[config.mk]
export PLATFORM = sky130hd
export DESIGN_NAME = whack_round_ctrl
export DESIGN_NICKNAME = d
export VERILOG_FILES = /design/src/rtl/whack_pkg.sv /design/src/rtl/whack_lfsr8.sv /design/src/rtl/whack_round_ctrl.sv
export SDC_FILE = /design/constraint.sdc
export NUM_CORES = 1
export LEC_CHECK = 0
export CELL_PAD_IN_SITES_DETAIL_PLACEMENT = 0
export CELL_PAD_IN_SITES_GLOBAL_PLACEMENT = 2
export CORE_ASPECT_RATIO = 1.25
export CORE_UTILIZATION = 38
export DETAILED_ROUTE_END_ITERATION = 16
export HOLD_SLACK_MARGIN = 0.08
export PLACE_DENSITY_LB_ADDON = 0.1
export RECOVER_POWER = 100
export REMOVE_ABC_BUFFERS = 1
export SETUP_SLACK_MARGIN = 0.05
export SLEW_MARGIN = 10
export SYNTH_ARGS = -nofsm -noshare
export SYNTH_HDL_FRONTEND = slang
export SYNTH_SLANG_ARGS = --single-unit
[constraint.sdc]
create_clock -name clk -period 3.9 [get_ports clk]
set_input_delay 0.78 -clock clk [delete_from_list [all_inputs] [get_ports clk]]
set_output_delay 0.78 -clock clk [all_outputs]
set_load 0.03 [all_outputs]
[src/rtl/whack_pkg.sv]
// Shared types and LFSR constants for the whack-a-mole round controller.
package whack_pkg;

  typedef enum logic [2:0] {
    S_IDLE,
    S_LOAD,
    S_RUN,
    S_JUDGE,
    S_DONE
  } state_t;

  typedef enum logic {
    OUT_HIT,
    OUT_MISS
  } outcome_t;

  localparam logic [7:0] LFSR_SEED = 8'h01;
  // Feedback taps at bits 7,5,4,3.
  localparam logic [7:0] LFSR_TAPS = 8'b1011_1000;

  function automatic logic [7:0] lfsr_next(input logic [7:0] v);
    return {v[6:0], ^(v & LFSR_TAPS)};
  endfunction

endpackage

[src/rtl/whack_lfsr8.sv]
// Free-running 8-bit Fibonacci LFSR, one step per cycle, seeded on reset.
// No handshake; the sequence never reaches zero from a non-zero seed.
module whack_lfsr8
  import whack_pkg::*;
(
  input  logic       clk,
  input  logic       rst_n,
  output logic [7:0] q
);

  logic [7:0] lfsr_q;

  always_ff @(posedge clk or negedge rst_n) begin
    if (!rst_n) begin
      lfsr_q <= LFSR_SEED;
    end else begin
      lfsr_q <= lfsr_next(lfsr_q);
    end
  end

  assign q = lfsr_q;

endmodule

[src/rtl/whack_round_ctrl.sv]
// Round sequencer: loads the timer, lights a mole, judges hits; start->timer_load 1 cycle, event->next load 2 cycles.
// No backpressure: start, hit_valid and timer_timeout are dropped outside the states that accept them.
module whack_round_ctrl
  import whack_pkg::*;
#(
  parameter int NUM_ROUNDS     = 16,
  parameter int START_INTERVAL = 7,
  parameter int MIN_INTERVAL   = 2,
  parameter int START_LIVES    = 3,
  parameter int HITS_PER_LEVEL = 4,
  parameter int SCORE_W        = 8
) (
  input  logic               clk,
  input  logic               rst_n,
  input  logic               start,
  input  logic               hit_valid,
  input  logic [2:0]         hit_idx,
  input  logic               timer_timeout,
  output logic               timer_load,
  output logic [2:0]         timer_interval,
  output logic               timer_run,
  output logic [2:0]         mole_sel,
  output logic               mole_on,
  output logic [SCORE_W-1:0] score,
  output logic [1:0]         lives,
  output logic [2:0]         level,
  output logic               game_over,
  output logic               busy
);

  state_t               state_q, state_d;
  outcome_t             outcome_q, outcome_d;
  logic [2:0]           mole_q, mole_d;
  logic [SCORE_W-1:0]   score_q, score_d;
  logic [1:0]           lives_q, lives_d, lives_post;
  logic [2:0]           level_q, level_d;
  logic [7:0]           round_cnt_q, round_cnt_d;
  logic [7:0]           hit_cnt_q, hit_cnt_d;
  logic [2:0]           interval_q, interval_d;
  logic [7:0]           lfsr;
  logic                 lfsr_unused;

  whack_lfsr8 u_lfsr (
    .clk   (clk),
    .rst_n (rst_n),
    .q     (lfsr)
  );

  // Only the low bits pick a mole; the rest just keep the sequence long.
  assign lfsr_unused = ^lfsr[7:3];

  always_ff @(posedge clk or negedge rst_n) begin
    if (!rst_n) begin
      state_q     <= S_IDLE;
      outcome_q   <= OUT_HIT;
      mole_q      <= '0;
      score_q     <= '0;
      lives_q     <= '0;
      level_q     <= '0;
      round_cnt_q <= '0;
      hit_cnt_q   <= '0;
      interval_q  <= 3'(START_INTERVAL);
    end else begin
      state_q     <= state_d;
      outcome_q   <= outcome_d;
      mole_q      <= mole_d;
      score_q     <= score_d;
      lives_q     <= lives_d;
      level_q     <= level_d;
      round_cnt_q <= round_cnt_d;
      hit_cnt_q   <= hit_cnt_d;
      interval_q  <= interval_d;
    end
  end

  always_comb begin
    state_d     = state_q;
    outcome_d   = outcome_q;
    mole_d      = mole_q;
    score_d     = score_q;
    lives_d     = lives_q;
    level_d     = level_q;
    round_cnt_d = round_cnt_q;
    hit_cnt_d   = hit_cnt_q;
    interval_d  = interval_q;
    lives_post  = lives_q;

    case (state_q)
      S_IDLE, S_DONE: begin
        if (start) begin
          state_d     = S_LOAD;
          score_d     = '0;
          lives_d     = 2'(START_LIVES);
          level_d     = '0;
          round_cnt_d = '0;
          hit_cnt_d   = '0;
          interval_d  = 3'(START_INTERVAL);
        end
      end
      S_LOAD: begin
        mole_d  = lfsr[2:0];
        state_d = S_RUN;
      end
      S_RUN: begin
        // A press wins over a coincident timeout.
        if (hit_valid) begin
          outcome_d = (hit_idx == mole_q) ? OUT_HIT : OUT_MISS;
          state_d   = S_JUDGE;
        end else if (timer_timeout) begin
          outcome_d = OUT_MISS;
          state_d   = S_JUDGE;
        end
      end
      S_JUDGE: begin
        round_cnt_d = round_cnt_q + 8'd1;
        if (outcome_q == OUT_HIT) begin
          if (score_q != '1) score_d = score_q + SCORE_W'(1);
          if (hit_cnt_q + 8'd1 == 8'(HITS_PER_LEVEL)) begin
            hit_cnt_d  = '0;
            if (level_q != 3'd7) level_d = level_q + 3'd1;
            interval_d = (interval_q > 3'(MIN_INTERVAL)) ? interval_q - 3'd1
                                                         : 3'(MIN_INTERVAL);
          end else begin
            hit_cnt_d = hit_cnt_q + 8'd1;
          end
        end else if (lives_q != 2'd0) begin
          lives_post = lives_q - 2'd1;
        end
        lives_d = lives_post;
        if (lives_post == 2'd0 || round_cnt_d == 8'(NUM_ROUNDS)) begin
          state_d = S_DONE;
        end else begin
          state_d = S_LOAD;
        end
      end
      default: state_d = S_IDLE;
    endcase
  end

  assign timer_load     = (state_q == S_LOAD);
  assign timer_run      = (state_q == S_RUN);
  assign mole_on        = (state_q == S_RUN);
  assign busy           = (state_q == S_LOAD) || (state_q == S_RUN) || (state_q == S_JUDGE);
  assign game_over      = (state_q == S_DONE);
  assign timer_interval = interval_q;
  assign mole_sel       = mole_q;
  assign score          = score_q;
  assign lives          = lives_q;
  assign level          = level_q;

endmodule

=== Yosys cells after proc, flatten, opt, wreduce, memory -nomap -nowiden ===
Cells that the tools add are included.

* Add/sub/neg operators: 6
* Magnitude comparators: 1
* Equal/unequal tests: 15
* Multiplexer cells: 31
* Reductions and logical operators: 17

{| class="wikitable"
|+ Operators with widths
! cell !! number
|-
| $pmux W8 S2 || 3
|-
| $mux W8 || 5
|-
| $mux W3 || 12
|-
| $add A8 B1 Y8 const B || 3
|-
| $pmux W3 S2 || 2
|-
| $pmux W3 S4 || 1
|-
| $ne A2 B2 Y1 const B || 5
|-
| $eq A8 B3 Y1 const B || 1
|-
| $eq A8 B5 Y1 const B || 1
|-
| $mux W2 || 4
|-
| $ne A8 B8 Y1 const B || 1
|-
| $reduce_and A4 Y1 || 2
|-
| $reduce_xor A8 Y1 || 1
|-
| $eq A3 B2 Y1 const B || 2
|-
| $ne A3 B3 Y1 const B || 2
|-
| $reduce_and A2 Y1 || 3
|-
| $reduce_bool A2 Y1 || 3
|-
| $reduce_and A5 Y1 || 1
|-
| $pmux W2 S2 || 1
|-
| $add A3 B1 Y3 const B || 1
|-
| $eq A3 B1 Y1 const B || 1
|-
| $eq A3 B3 Y1 || 1
|-
| $eq A3 B3 Y1 const B || 1
|-
| $gt A3 B2 Y1 const B || 1
|-
| other kinds (8) || 12
|}

* Register bits after elaboration: 47
* Input port bits: 8
* Output and inout bits: 24
* Logic and storage cells: 80

=== Logic depth before layout (Yosys ltp) ===
Gate-level depths: netlist of the first run.

* Depth after elaboration: 8
* Gate-level depth with buffers: 7
* Mapped depth without buffers: 6

=== Cells and area by module ===
A second synthesis of the first run with hierarchy kept.

* Cell total of the unflattened synthesis: 257
* Area total of the unflattened synthesis: 2431.1 um^2

{| class="wikitable"
|+ By module, submodules not included
! module !! instances !! cells each !! area an instance (um^2) !! seq. area each (um^2)
|-
| whack_round_ctrl || 1 || 246 || 2203.4 || 979.7
|-
| whack_lfsr8 || 1 || 11 || 227.7 || 201.4
|}

=== Worst setup path before layout of the first run ===
Ideal clock, no wire load.

* Kind: reg-to-output
* Start point: register state_q[0]
* End point: output timer_run
* Arrival time: 1.714 ns
* Required time: 3.120 ns
* Setup slack: 1.406 ns
* Stages on the path, launching flop included: 4
* Path buffers: 2
* Cells stage by stage: dfrtp_1 > buf_6 > nor3b_1 > buf_4

* Cells in the longest elaborated chain, start to end: 1

{| class="wikitable"
|+ Ends and longest elaborated chain
! item !! line !! source
|-
| start, declared || whack_round_ctrl.sv:31 || <nowiki>state_t state_q, state_d;</nowiki>
|-
| start signal, assigned || whack_round_ctrl.sv:64 || <nowiki>state_q <= state_d;</nowiki>
|-
| $eq A3 B2 Y1 || -- ||
|-
| end, declared || whack_round_ctrl.sv:21 || <nowiki>output logic timer_run,</nowiki>
|}

No other way between the ends.

=== Worst setup path after layout of the first run ===
* Start point: input start
* End point: register score_q[3], in the netlist score[3]

* Cells in the longest elaborated chain, start to end: 2

{| class="wikitable"
|+ Ends and longest elaborated chain
! item !! line !! source
|-
| start, declared || whack_round_ctrl.sv:15 || <nowiki>input logic start,</nowiki>
|-
| $ne A2 B2 Y1 (no line) || -- ||
|-
| $reduce_and A4 Y1 (no line) || -- ||
|-
| end signal, assigned || whack_round_ctrl.sv:67 || <nowiki>score_q <= score_d;</nowiki>
|-
| end, declared || whack_round_ctrl.sv:34 || <nowiki>logic [SCORE_W-1:0] score_q, score_d;</nowiki>
|}

No other way between the ends.
A chain may end at the register's enable or synchronous reset.

==> out/metrics.json, run 1 <==
{
  "result_of_the_run": {"value": "finished, violations left"},
  "violations": {"value": "max-capacitance violations, max-slew violations"},
  "most_frequent_standard_cell_in_the_layout_excluding_fill_and_tap_cells": {"value": "sky130_fd_sc_hd__dfrtp_1"},
  "timing.hold.worst.class": {"value": "flop to flop"},
  "final.min_clock_period": {"value": 3.261, "unit": "ns"},
  "avgViaCountPerCell": {"value": 5.128},
  "ant_nets": {"value": 0},
  "timing.critical_path.cells": {"value": "clkdlybuf4s50_1 > nor3b_1 > a21oi_2 > nor4b_1 > xnor2_1 > nor2_1"},
  "reg2reg_to": {"value": "score[3]"},
  "antenna-diode-count": {"value": 0},
  "areaGrowthSynthToFinish": {"value": 20.00, "unit": "%"},
  "clk_latency": {"value": 0.30, "unit": "ns"},
  "grt_first_pass_wirelength": {"value": 8714, "unit": "um"},
  "layout_common_cells": {"value": "sky130_fd_sc_hd__dfrtp_1, sky130_fd_sc_hd__nand2_1, sky130_fd_sc_hd__dlygate4sd3_1, sky130_fd_sc_hd__o21ai_0, sky130_fd_sc_hd__nor2_1"},
  "vdd_drop_max": {"value": 0.0004814, "unit": "V"},
  "internal-power": {"value": 0.9753, "unit": "mW"},
  "utilization": {"value": 48.39, "unit": "%"},
  "postSynth.asyncResetShare": {"value": 100.0, "unit": "%"},
  "post_detailed_route_drc_marker_count": {"value": 0},
  "path_class": {"value": "input port to flop"},
  "timing.reg2reg.setup_slack": {"value": 1.13, "unit": "ns"},
  "floorplan.die.height": {"value": 90.43, "unit": "um"},
  "ys.flop_type": {"value": "sky130_fd_sc_hd__dfrtp_1"},
  "post-place-cells": {"value": 336},
  "number_of_buffers_inserted_for_hold_repair_after_clock_tree_synthesis": {"value": 0},
  "pin_count_of_the_biggest_net_entering_global_routing": {"value": 48},
  "tightestPinTransition": {"value": 2.523, "unit": "ns"},
  "port_buffers": {"value": 31},
  "max_clock_freq": {"value": 306.7, "unit": "MHz"},
  "gpl_congestion": {"value": 0.7076},
  "power.share.sequential": {"value": 41.1, "unit": "%"},
  "power.net_switching": {"value": 0.5663, "unit": "mW"},
  "vias_in_the_first_global_route": {"value": 1791},
  "ys_seq_elements": {"value": 47},
  "tritoncts_clock_tree": {"value": "built"},
  "dr_total_vias": {"value": 1764},
  "netlist_instances": {"value": 230},
  "fin_crit_sh": {"value": 83.60, "unit": "%"},
  "yosys.cell_types.count": {"value": 51},
  "max-slew-margin-rel": {"value": -68.23, "unit": "%"},
  "yosys_warnings": {"value": 0},
  "start_kind": {"value": "input port"},
  "grtUsageTotal": {"value": 16.91, "unit": "%"},
  "grt_setup_unrepaired": {"value": "false"},
  "die-area": {"value": 6578, "unit": "um2"},
  "post-cts-setup-buffers": {"value": 0},
  "place_hpwl": {"value": 3396, "unit": "um"},
  "seq_area_frac_synth": {"value": 49.68, "unit": "%"},
  "leakage": {"value": 1.286, "unit": "nW"},
  "drive_above_1_share": {"value": 9.542, "unit": "%"},
  "grt_overflow": {"value": 0},
  "crit_arrival": {"value": 3.39, "unit": "ns"},
  "cp.buffers_inverters": {"value": 1},
  "holdPathStages": {"value": 0},
  "count_of_endpoints_failing_setup_in_the_final_report": {"value": 0},
  "drt-total-wl": {"value": 4950, "unit": "um"},
  "cts_num_sinks": {"value": 47},
  "core-area": {"value": 5896, "unit": "um2"},
  "clock_pin_slew_worst_setup_and_hold_paths": {"value": 0.09, "unit": "ns"},
  "cap_viol_max_count": {"value": 1},
  "comb_power_share": {"value": 31.4, "unit": "%"},
  "cts_resized": {"value": 0},
  "clock_buffer_count_from_cts": {"value": 5},
  "finalHoldViolations": {"value": 0},
  "pre_cts_ws": {"value": 1.120, "unit": "ns"},
  "final_design_area_no_fill": {"value": 2853, "unit": "um2"},
  "cts_htree_levels": {"value": 2},
  "io-pin-count": {"value": 32},
  "dr.first_iter.drc_count": {"value": 65},
  "route.detailed.wl_per_inst": {"value": 14.39, "unit": "um"},
  "timing.critical_path.max_delay_family": {"value": "simple AND/OR/NAND/NOR gates"},
  "cell_area_after_placement": {"value": 2739, "unit": "um2"},
  "synth_edf_count": {"value": 0},
  "drt-pass1-iter-count": {"value": 4},
  "worst_ep_required_time": {"value": 4.03, "unit": "ns"},
  "initial_core_util": {"value": 40.32, "unit": "%"},
  "hold_path_end": {"value": "u_lfsr.q[7]"},
  "cp_slowest_cell": {"value": "sky130_fd_sc_hd__nor3b_1"},
  "clock_skew": {"value": 0.004386, "unit": "ns"},
  "worst-r2r-cell-count": {"value": 5},
  "stdcell_count": {"value": 344},
  "syn-mean-instance-area": {"value": 10.34, "unit": "um2"},
  "design.final.nets": {"value": 277},
  "worst_setup_path_end_kind": {"value": "flop"},
  "antenna_found_initial": {"value": 0},
  "chipWidth": {"value": 72.75, "unit": "um"},
  "r2r-start": {"value": "state_q[1]"},
  "std_cell_rows": {"value": 31},
  "timing.critical_path.fanout_max": {"value": 13},
  "pwr_density_cell": {"value": 540.4, "unit": "nW/um2"},
  "final_critical_path_setup_slack": {"value": 0.6394, "unit": "ns"},
  "clock_path_buffers": {"value": 2},
  "min_from": {"value": "u_lfsr.q[6]"},
  "power_switching_share": {"value": 36.74, "unit": "%"},
  "cp_slowest_stage_delay": {"value": 1.13, "unit": "ns"},
  "cell_area_after_synthesis": {"value": 2377, "unit": "um2"},
  "totalNegativeSetupSlack": {"value": 0, "unit": "ns"},
  "cts_root_buf": {"value": "sky130_fd_sc_hd__clkbuf_8"},
  "power.clock.fraction": {"value": 27.4, "unit": "%"},
  "finalMaxSlewViolations": {"value": 48}
}
[layer usage]
| metal | routed length, um | part of all wire (%) | GRT usage (%) |
|---|---|---|---|
| met1 | 2381 | 48 | 22.59 |
| met2 | 2382 | 48 | 27.80 |
| met3 | 137 | 2.8 | 2.902 |
| met4 | 48 | 0.97 | 4.902 |
| met5 | 0 | 0 | 0 |
[how the worst max path moves through the flow]
| stage | from | end | slack, ns | cells past startpoint |
|---|---|---|---|---|
| floorplan | state_q[1] | mole_on | 1.14 | 1 |
| global placement | start | score[3] | 1.17 | 6 |
| detailed placement | start | score[3] | 1.12 | 6 |
| CTS | state_q[0] | timer_load | 0.95 | 2 |
| global route | start | score[6] | 0.41 | 6 |
| finish | start | score[3] | 0.64 | 6 |
[synthesized netlist by cell type (3+ instances only)]
| cell | number | share of area [%] |
|---|---|---|
| sky130_fd_sc_hd__inv_1 | 4 | 0.63 |
| sky130_fd_sc_hd__dfstp_2 | 4 | 4.4 |
| sky130_fd_sc_hd__a21oi_1 | 7 | 1.5 |
| sky130_fd_sc_hd__dfrtp_1 | 43 | 45 |
| sky130_fd_sc_hd__o31ai_1 | 3 | 0.95 |
| sky130_fd_sc_hd__xor2_1 | 7 | 2.6 |
| sky130_fd_sc_hd__o21ai_0 | 22 | 4.6 |
| sky130_fd_sc_hd__nand3_1 | 11 | 2.3 |
| sky130_fd_sc_hd__clkbuf_1 | 3 | 0.47 |
| sky130_fd_sc_hd__nor4_1 | 3 | 0.79 |
| sky130_fd_sc_hd__xnor2_1 | 8 | 2.9 |
| sky130_fd_sc_hd__nor3b_1 | 3 | 0.95 |
| sky130_fd_sc_hd__a22o_1 | 3 | 1.1 |
| sky130_fd_sc_hd__ha_1 | 8 | 4.2 |
| sky130_fd_sc_hd__and3_1 | 3 | 0.79 |
| sky130_fd_sc_hd__nand2_1 | 28 | 4.4 |
| sky130_fd_sc_hd__mux2_2 | 3 | 1.4 |
| sky130_fd_sc_hd__nor2_1 | 21 | 3.3 |
| sky130_fd_sc_hd__nand2b_1 | 4 | 1.1 |
[metrics by stage]
step	power (mW)	hold WS (ns)
2_1_floorplan	0.9586	0.3312
3_3_place_gp	1.157	0.3346
3_5_place_dp	1.159	0.3457
4_1_cts	1.593	0.3670
5_1_grt	1.653	0.3748
6_report	1.542	0.3616
[power groups by stage]
stage / clock [mW] / combinational, mW / sequential [mW]
after floorplan: 0 / 0.293 / 0.665
after global placement: 0 / 0.508 / 0.648
after detailed placement: 0 / 0.509 / 0.649
after CTS: 0.440 / 0.513 / 0.640
after global routing: 0.453 / 0.550 / 0.649
final: 0.423 / 0.484 / 0.634
[state kept, by name, summed over array words and instances, names as in the netlist]
signal / cells
mole_sel: 3
hit_cnt_q: 8
timer_interval: 3
score: 8
lives: 2
state_q: 3
level: 3
round_cnt_q: 8
u_lfsr.q: 8
outcome_q: 1
[logic make-up (layout without fill, tap and decap cells)]
logic type	count (synthesis)	after routing	synth area share, %
and+or+nand+nor	93	93	21.32
AOI/OAI and AO/OA	51	51	14.21
muxes	5	5	2.473
adders and majority gates	8	8	4.211
xor gates and xnor gates	15	15	5.526
buffers and inverters	11	43	2.579
DFF	47	47	49.68
[final cells by class]
type,instances,area (um2)
clock buffers,5,68.82
clock inverters,3,67.56
fillers,587,3043
inverters,4,15.01
multi-input cells,172,1114
flip-flops and latches,47,1181
well taps,82,102.6
repair buffers,31,304.0
No activity file was read; power rests on OpenSTA's default activity.
==> run 2, diff against run 1 <==
--- a/config.mk
+++ b/config.mk
@@ -8,7 +8,7 @@
 export CELL_PAD_IN_SITES_DETAIL_PLACEMENT = 0
 export CELL_PAD_IN_SITES_GLOBAL_PLACEMENT = 2
 export CORE_ASPECT_RATIO = 1.25
-export CORE_UTILIZATION = 38
+export CORE_UTILIZATION = 35
 export DETAILED_ROUTE_END_ITERATION = 16
 export HOLD_SLACK_MARGIN = 0.08
 export PLACE_DENSITY_LB_ADDON = 0.1
==> constraint.sdc (replaced) <==
create_clock -name clk -period 3 [get_ports clk]
set_input_delay 0.6 -clock clk [delete_from_list [all_inputs] [get_ports clk]]
set_output_delay 0.6 -clock clk [all_outputs]
set_load 0.03 [all_outputs]
==> out/metrics.json, run 2 (synthesis gave the netlist of run 1 again) <==
{
  "power.net_switching": {"value": 0.7414, "unit": "mW", "change": "+31%"},
  "avgViaCountPerCell": {"value": 5.056, "change": "-1.4%"},
  "route.detailed.wl_per_inst": {"value": 14.85, "unit": "um", "change": "+3.2%"},
  "std_cell_rows": {"value": 33, "change": "+6.5%"},
  "finalHoldViolations": {"value": 0, "change": "unchanged"},
  "tritoncts_clock_tree": {"value": "built"},
  "comb_power_share": {"value": 32.4, "unit": "%", "change": "+1.0 points"},
  "post-place-cells": {"value": 349, "change": "+3.9%"},
  "io-pin-count": {"value": 32, "change": "unchanged"},
  "timing.critical_path.max_delay_family": {"value": "buffers and inverters"},
  "drt-total-wl": {"value": 5300, "unit": "um", "change": "+7.1%"},
  "dr_total_vias": {"value": 1805, "change": "+2.3%"},
  "clock_pin_slew_worst_setup_and_hold_paths": {"value": 0.09, "unit": "ns", "change": "about the same"},
  "timing.critical_path.fanout_max": {"value": 8, "change": "-5"},
  "clock_path_buffers": {"value": 2, "change": "unchanged"},
  "port_buffers": {"value": 31, "change": "unchanged"},
  "clock_buffer_count_from_cts": {"value": 5, "change": "unchanged"},
  "final.min_clock_period": {"value": 2.556, "unit": "ns"},
  "ant_nets": {"value": 0, "change": "unchanged"},
  "layout_common_cells": {"value": "sky130_fd_sc_hd__dfrtp_1, sky130_fd_sc_hd__nand2_1, sky130_fd_sc_hd__dlygate4sd3_1, sky130_fd_sc_hd__o21ai_0, sky130_fd_sc_hd__nor2_1"},
  "cp.buffers_inverters": {"value": 2, "change": "+1"},
  "timing.hold.worst.class": {"value": "flop to flop"},
  "post_detailed_route_drc_marker_count": {"value": 0, "change": "unchanged"},
  "vias_in_the_first_global_route": {"value": 1854, "change": "+3.5%"},
  "leakage": {"value": 1.310, "unit": "nW", "change": "+1.8%"},
  "pwr_density_cell": {"value": 702.9, "unit": "nW/um2", "change": "+30%"},
  "stdcell_count": {"value": 357, "change": "+3.8%"},
  "chipWidth": {"value": 75.72, "unit": "um", "change": "+4.1%"},
  "worst_setup_path_end_kind": {"value": "output port"},
  "number_of_buffers_inserted_for_hold_repair_after_clock_tree_synthesis": {"value": 0, "change": "unchanged"},
  "cts_htree_levels": {"value": 2, "change": "unchanged"},
  "path_class": {"value": "flop to output port"},
  "tightestPinTransition": {"value": 1.312, "unit": "ns", "change": "-1.212 ns"},
  "clock_skew": {"value": 0.01344, "unit": "ns", "change": "+0.009049 ns"},
  "drive_above_1_share": {"value": 9.630, "unit": "%", "change": "+0.088 points"},
  "result_of_the_run": {"value": "finished, final reports clean"},
  "max_clock_freq": {"value": 391.2, "unit": "MHz"},
  "worst_ep_required_time": {"value": 2.40, "unit": "ns", "change": "-1.63 ns"},
  "max-slew-margin-rel": {"value": 12.55, "unit": "%", "change": "+81 points"},
  "vdd_drop_max": {"value": 0.0003020, "unit": "V", "change": "-37%"},
  "cp_slowest_cell": {"value": "sky130_fd_sc_hd__dlygate4sd3_1"},
  "design.final.nets": {"value": 285, "change": "+2.9%"},
  "cts_root_buf": {"value": "sky130_fd_sc_hd__clkbuf_8"},
  "cts_resized": {"value": 0, "change": "unchanged"},
  "areaGrowthSynthToFinish": {"value": 21.74, "unit": "%"},
  "power_switching_share": {"value": 36.45, "unit": "%", "change": "-0.29 points"},
  "grt_setup_unrepaired": {"value": "false"},
  "fin_crit_sh": {"value": 85.20, "unit": "%"},
  "floorplan.die.height": {"value": 94.15, "unit": "um", "change": "+4.1%"},
  "gpl_congestion": {"value": 0.7269, "change": "+2.7%"},
  "die-area": {"value": 7128, "unit": "um2", "change": "+8.4%"},
  "antenna-diode-count": {"value": 0, "change": "unchanged"},
  "cp_slowest_stage_delay": {"value": 0.78, "unit": "ns", "change": "-0.35 ns"},
  "timing.critical_path.cells": {"value": "nor3b_1 > clkbuf_1 > dlygate4sd3_1"},
  "finalMaxSlewViolations": {"value": 0, "change": "-100%"},
  "grt_overflow": {"value": 0, "change": "unchanged"},
  "cts_num_sinks": {"value": 47, "change": "unchanged"},
  "cap_viol_max_count": {"value": 0, "change": "-1"},
  "crit_arrival": {"value": 1.96, "unit": "ns", "change": "-1.43 ns"},
  "initial_core_util": {"value": 36.21, "unit": "%", "change": "-4.1 points"},
  "post-cts-setup-buffers": {"value": 0, "change": "unchanged"},
  "power.share.sequential": {"value": 40.6, "unit": "%", "change": "-0.5 points"},
  "start_kind": {"value": "flop"},
  "grt_first_pass_wirelength": {"value": 9149, "unit": "um", "change": "+5.0%"},
  "dr.first_iter.drc_count": {"value": 89, "change": "+37%"},
  "place_hpwl": {"value": 3833, "unit": "um", "change": "+13%"},
  "clk_latency": {"value": 0.30, "unit": "ns", "change": "about the same"},
  "pin_count_of_the_biggest_net_entering_global_routing": {"value": 26, "change": "-46%"},
  "totalNegativeSetupSlack": {"value": 0, "unit": "ns", "change": "unchanged"},
  "internal-power": {"value": 1.293, "unit": "mW", "change": "+33%"},
  "count_of_endpoints_failing_setup_in_the_final_report": {"value": 0, "change": "unchanged"},
  "core-area": {"value": 6565, "unit": "um2", "change": "+11%"},
  "antenna_found_initial": {"value": 0, "change": "unchanged"},
  "most_frequent_standard_cell_in_the_layout_excluding_fill_and_tap_cells": {"value": "sky130_fd_sc_hd__dfrtp_1"},
  "drt-pass1-iter-count": {"value": 4, "change": "unchanged"},
  "grtUsageTotal": {"value": 17.18, "unit": "%", "change": "+0.27 points"},
  "power.clock.fraction": {"value": 27.1, "unit": "%", "change": "-0.3 points"}
}
-- run 2: power groups by stage --
stage          combinational [mW]  clock, mW  sequential (mW)
2_1_floorplan               0.381          0            0.865
3_3_place_gp                0.720          0            0.846
3_5_place_dp                0.721          0            0.847
4_1_cts                     0.725      0.580            0.835
5_1_grt                     0.744      0.598            0.841
6_report                    0.658      0.551            0.826
-- run 2: cell type report --
class                           instances  area [um2]
Fill cell                             655        3671
Sequential cell                        47        1181
Multi-Input combinational cell        172        1110
Timing Repair Buffer                   39       346.6
Tap cell                               87       108.9
Clock buffer                            6       72.57
Clock inverter                          2       60.06
Inverter                                4       15.01
-- run 2: worst register-to-register path, cell delays in order, from the launching register on --
cell                       delay (ns)
sky130_fd_sc_hd__dfrtp_1         0.46
sky130_fd_sc_hd__and3b_1         0.21
sky130_fd_sc_hd__buf_4           0.19
sky130_fd_sc_hd__a21oi_1         0.65
sky130_fd_sc_hd__clkbuf_1        0.27
sky130_fd_sc_hd__nor4b_1         0.09
sky130_fd_sc_hd__a21o_1          0.16
-- run 2: path summary, 6_finish.rpt --
check / cells past startpoint / startpoint / slack (ns) / endpoint
setup / recovery: 3 / state_q[0] / 0.44 / timer_load
min in group asynchronous: 1 / rst_n / 0.56 / hit_cnt_q[3]
max in group asynchronous: 2 / rst_n / 1.14 / u_lfsr.q[5]
hold / removal: 0 / u_lfsr.q[6] / 0.38 / u_lfsr.q[7]
setup reg to reg: 6 / state_q[0] / 0.88 / hit_cnt_q[2]
hold reg to reg: 0 / u_lfsr.q[6] / 0.38 / u_lfsr.q[7]
-- run 2: stage by stage --
| stage | setup WS (ns) | total power, mW | instance area, um2 | hold WS, ns | util [%] |
|---|---|---|---|---|---|
| 2_1_floorplan | 0.4220 | 1.246 | 2331 | 0.3044 | - |
| 3_3_place_gp | 0.6784 | 1.565 | 2805 | 0.3368 | 42.73 |
| 3_5_place_dp | 0.6389 | 1.568 | 2805 | 0.3490 | 42.73 |
| 4_1_cts | 0.5136 | 2.140 | 2938 | 0.2757 | 44.75 |
| 5_1_grt | 0.2790 | 2.183 | 2894 | 0.3892 | 44.08 |
| 6_report | 0.4439 | 2.034 | 2894 | 0.3822 | 44.08 |
-- run 2: metal layers --
layer / global-route usage, % / up-vias / part of all wire [%]
li1: - / 897 / -
met1: 22.19 / 883 / 46
met2: 28.42 / 19 / 50
met3: 3.326 / 6 / 2.3
met4: 5.556 / 0 / 1.4
met5: 0 / - / 0
==> patch 1: new RTL, config.mk and constraints of run 2 <==
Re-encode `state_t` (5 states) as Gray code, 3 bits wide.
--- a/src/rtl/whack_pkg.sv
+++ b/src/rtl/whack_pkg.sv
@@ -4,7 +4,7 @@
   typedef enum logic [2:0] {
-    S_IDLE,
-    S_LOAD,
-    S_RUN,
-    S_JUDGE,
-    S_DONE
+    S_IDLE  = 3'b000,
+    S_LOAD  = 3'b001,
+    S_RUN   = 3'b011,
+    S_JUDGE = 3'b010,
+    S_DONE  = 3'b110
   } state_t;
Behaviour: same outputs for any inputs over 10 cycles, from zero or initial values and one cycle with rst_n low; not proved beyond that.
==> patch 1 against run 2 <==
  * Sequential cell count is the same
  * Area after synthesis grew 1.4%
  * Count of clock-buffer cells in the layout shrank 1
  * Via count grew 8.1%
  * Design area grew 0.69%
  * Critical path type unchanged
  * Routed wire length grew 1.3%
  * Power grew 1.6%
  * Utilization is essentially flat
  * Worst setup slack lost 0.14 ns
  * Clock power shrank 13%
  * First-iteration DRC count grew 25%
  * Clock skew shrank 0.0056 ns
  * Global-route usage shrank 0.99 points
  * Non-clock buffer count shrank 3
  * Highest routed layer unchanged
  * Largest cell class unchanged
==> patch 1: results <==
{
  "peakVddDrop_mv": 0.3865,
  "holdWs_ns": 0.2323,
  "synth_area_per_cell_sq_um": 9.876,
  "grt_use_met2": 0.2770,
  "grt_max_degree": 23,
  "dp_slack_ns": 0.5691,
  "yosys-top-cells-count": "dfrtp_1, nand2_1, o21ai_0, nor2_1, and3_1",
  "first_global_vias": 1953,
  "relSlewSlack": 0.2343,
  "wl_per_cell_um": 14.56,
  "hpwlAfterDp_um": 3961,
  "grtUsageMet1": 0.2079,
  "clock_skew_ns": 0.007834,
  "synth.distinct_cells": 48,
  "place.gp.congestion": 0.7379,
  "hold_class": "input port to asynchronous set/reset pin",
  "synth_area_leaders": "dfrtp_1, o21ai_0, dfstp_2, nand2_1, ha_1",
  "worstPathArrival_ns": 2.10,
  "fillers": 663,
  "grt_pass1_wl_um": 9225,
  "nets": 297,
  "place_area_sq_um": 2830,
  "period_needed_ns": 2.700,
  "status": "complete, no violations",
  "p_leak_nw": 1.310,
  "cts-resized-gates": 0
}
[patch 1: cell families (layout without fill, tap and decap cells)]
kind of cell,count (synthesis),after routing,synth area share
XOR/XNOR,13,13,0.04725
buffers and inverters,10,48,0.01921
AND/OR/NAND/NOR,98,98,0.2072
adder cells (fa/ha/maj),8,8,0.04154
flip-flops,47,47,0.4901
AO/OA/AOI/OAI,60,60,0.1594
multiplexers,8,8,0.03531
[patch 1: area by class of cell]
cell class	instances	area (sq um)	share of cell area
clock buffers	5	68.82	0.02362
multi-input cells	187	1166	0.4002
repair buffers	36	326.6	0.1121
well taps	87	108.9	0.03736
inverters	4	15.01	0.005152
flip-flops and latches	47	1181	0.4053
clock inverters	3	47.55	0.01632
[patch 1: per-layer routing]
metal / up-vias / part of all wire
li1: 963 / -
met1: 956 / 0.49
met2: 31 / 0.48
met3: 2 / 0.029
met4: 0 / 0.0056
met5: - / 0
[patch 1: report_power, final]
| group | switching, mW | total, mW | internal (mW) |
|---|---|---|---|
| Combinational | 0.512 | 0.766 | 0.253 |
| Sequential | 0.114 | 0.824 | 0.711 |
| Clock | 0.225 | 0.478 | 0.253 |
[patch 1: path summary, 6_finish.rpt]
path / from / endpoint / depth (start not counted)
max reg2reg: state_q[2] / level[1] / 5
max in group asynchronous: rst_n / round_cnt_q[3] / 2
min: rst_n / hit_cnt_q[7] / 1
min in group clk: u_lfsr.q[6] / u_lfsr.q[7] / 0
max: state_q[2] / timer_load / 3
min reg2reg: u_lfsr.q[6] / u_lfsr.q[7] / 0
[patch 1: critical path, cell delays in order (launching register included)]
cell,delay [ns]
dfrtp_1,0.50
nand2b_1,0.24
nor2_1,0.27
dlygate4sd3_1,0.79
==> patch 2: new RTL, flow settings as in run 2 <==
Without the edit above. `SCORE_W`: 8 -> 10.
--- a/src/rtl/whack_round_ctrl.sv
+++ b/src/rtl/whack_round_ctrl.sv
@@ -10,3 +10,3 @@
   parameter int HITS_PER_LEVEL = 4,
-  parameter int SCORE_W        = 8
+  parameter int SCORE_W        = 10
 ) (
Interface: changed (resized score); port bits go from 32 to 34. The function was not compared with the original's and may differ.
==> patch 2 against run 2 <==
  * Count of clock-buffer cells in the layout increased by 1
  * Worst setup slack lost 0.097 ns
  * Power is 2.8% lower
  * Routed wire length increased by 3.5%
  * Area after synthesis is 3.9% higher
  * Die area rose by 3.9%
  * Clock power down 11%
  * Design area grew 3.9%
  * Synthesized cell count increased by 8.7%
  * Largest power group unchanged
  * Sequential cell count up 2
==> patch 2: results <==
{
  "ys_async_sr_fraction": 1.000,
  "tightest_slew_ns": 0.9788,
  "grt_pass1_wl_um": 9259,
  "grt_max_degree": 34,
  "nets": 306,
  "vias": 1953,
  "yosysWarnings": 0,
  "post_cts_buffers": 0,
  "yosysMostFrequentCell": "dfrtp_1",
  "fin_cells": 378,
  "synthCells": 250,
  "cts-resized-gates": 0,
  "drtPass1Iterations": 5,
  "cp_slowest_cell": "dlygate4sd3_1",
  "drive_gt1_frac": 0.07560,
  "clock_tree.root_cell": "clkbuf_8",
  "clk_pin_slew_worst_paths_ns": 0.09,
  "place.gp.congestion": 0.7698,
  "seq_area_frac_synth": 0.4982,
  "wl_per_cell_um": 14.51,
  "drtIter0Drc": 54,
  "synth_area_leaders": "dfrtp_1, o21ai_0, nand2_1, dfstp_2, ha_1",
  "ctsLongestPathBuffers": 2,
  "cts_buffers": 5,
  "portBuffers": 33,
  "p_leak_nw": 1.369,
  "antenna_found_initial": 0,
  "gr-usage-all-layers": 0.1613,
  "first_global_vias": 1900,
  "cts-htree-levels": 2,
  "peakVddDrop_mv": 0.4652,
  "synth.distinct_cells": 49,
  "yosys-top-cells-count": "dfrtp_1, nand2_1, o21ai_0, nor2_1, nand3_1",
  "hpwlAfterDp_um": 3920,
  "largest_register_ffs": 10,
  "hold_class": "flip-flop to flip-flop",
  "insertion_delay_ns": 0.30,
  "critPathMaxStageDelay_ns": 0.82,
  "diodes": 0,
  "worst-path-max-fanout": 7,
  "status": "complete, no violations",
  "worstPathArrival_ns": 2.05,
  "dp_cells": 370,
  "clock_skew_ns": 0.009007
}
patch 2: cell count changes after synthesis, moves of 3 or more:
| cell | run 2 | this run |
|---|---|---|
| o21ai_0 | 22 | 28 |
| and3_1 | 3 | 7 |
| nor3b_1 | 3 | 7 |
| inv_1 | 4 | 7 |
| nor3_1 | 2 | 5 |
| a21oi_1 | 7 | 3 |
patch 2: worst paths after layout:
check                                  start            to  slack (ns)  cells after the start
worst max-delay path              state_q[2]     timer_run        0.35                      2
worst min-delay path             u_lfsr.q[6]   u_lfsr.q[7]        0.36                      0
min in group asynchronous              rst_n  hit_cnt_q[5]        0.43                      1
worst max register to register  hit_cnt_q[0]      level[1]        0.52                      6
max in group asynchronous              rst_n      score[4]        1.24                      2
worst min register to register   u_lfsr.q[6]   u_lfsr.q[7]        0.36                      0
patch 2: area by class of cell:
class / count / area [sq um]
Sequential cell: 49 / 1231
Fill cell: 683 / 3681
Timing Repair Buffer: 40 / 355.3
Clock inverter: 1 / 30.03
Multi-Input combinational cell: 187 / 1170
Inverter: 7 / 26.28
Clock buffer: 7 / 86.33
Tap cell: 87 / 108.9
patch 2: kinds of logic (layout without fill, tap and decap cells):
kind of cell / Yosys count / after routing / share of synthesized area
mux: 6 / 6 / 0.02582
fa+ha+maj: 8 / 8 / 0.04051
xor+xnor: 17 / 17 / 0.06025
buf+inv: 14 / 55 / 0.02380
compound gates: 53 / 53 / 0.1377
flops: 49 / 49 / 0.4982
simple gates: 103 / 103 / 0.2137
patch 2: report_power, final:
part | leakage [nW] | total, mW | internal (mW) | switching (mW)
clock | 0.0585 | 0.490 | 0.272 | 0.218
sequential | 0.651 | 0.863 | 0.746 | 0.116
combinational | 0.660 | 0.624 | 0.224 | 0.400
total | 1.37 | 1.98 | 1.24 | 0.734
patch 2: critical path: cells and delay by family (launching register included):
family                 cells  cell delay [ns]
AND/OR/NAND/NOR            1             0.49
flip-flops                 1             0.45
buffers and inverters      1             0.82
patch 2: metal layers:
metal / global-route usage / vias up / wire [um]
met2: 0.2861 / 34 / 2735
met1: 0.1994 / 942 / 2528
met4: 0.05660 / 0 / 53
met5: 0 / - / 0
met3: 0.02559 / 5 / 167
li1: - / 972 / -
patch 2: stage by stage:
step	setup WS (ns)	total power, mW	area (sq um)
CTS	0.3425	2.051	3042
global placement	0.5968	1.556	2925
finish	0.3464	1.977	3008
floorplan	0.4249	1.257	2439
detailed placement	0.5484	1.552	2925
global route	0.1982	2.107	3008
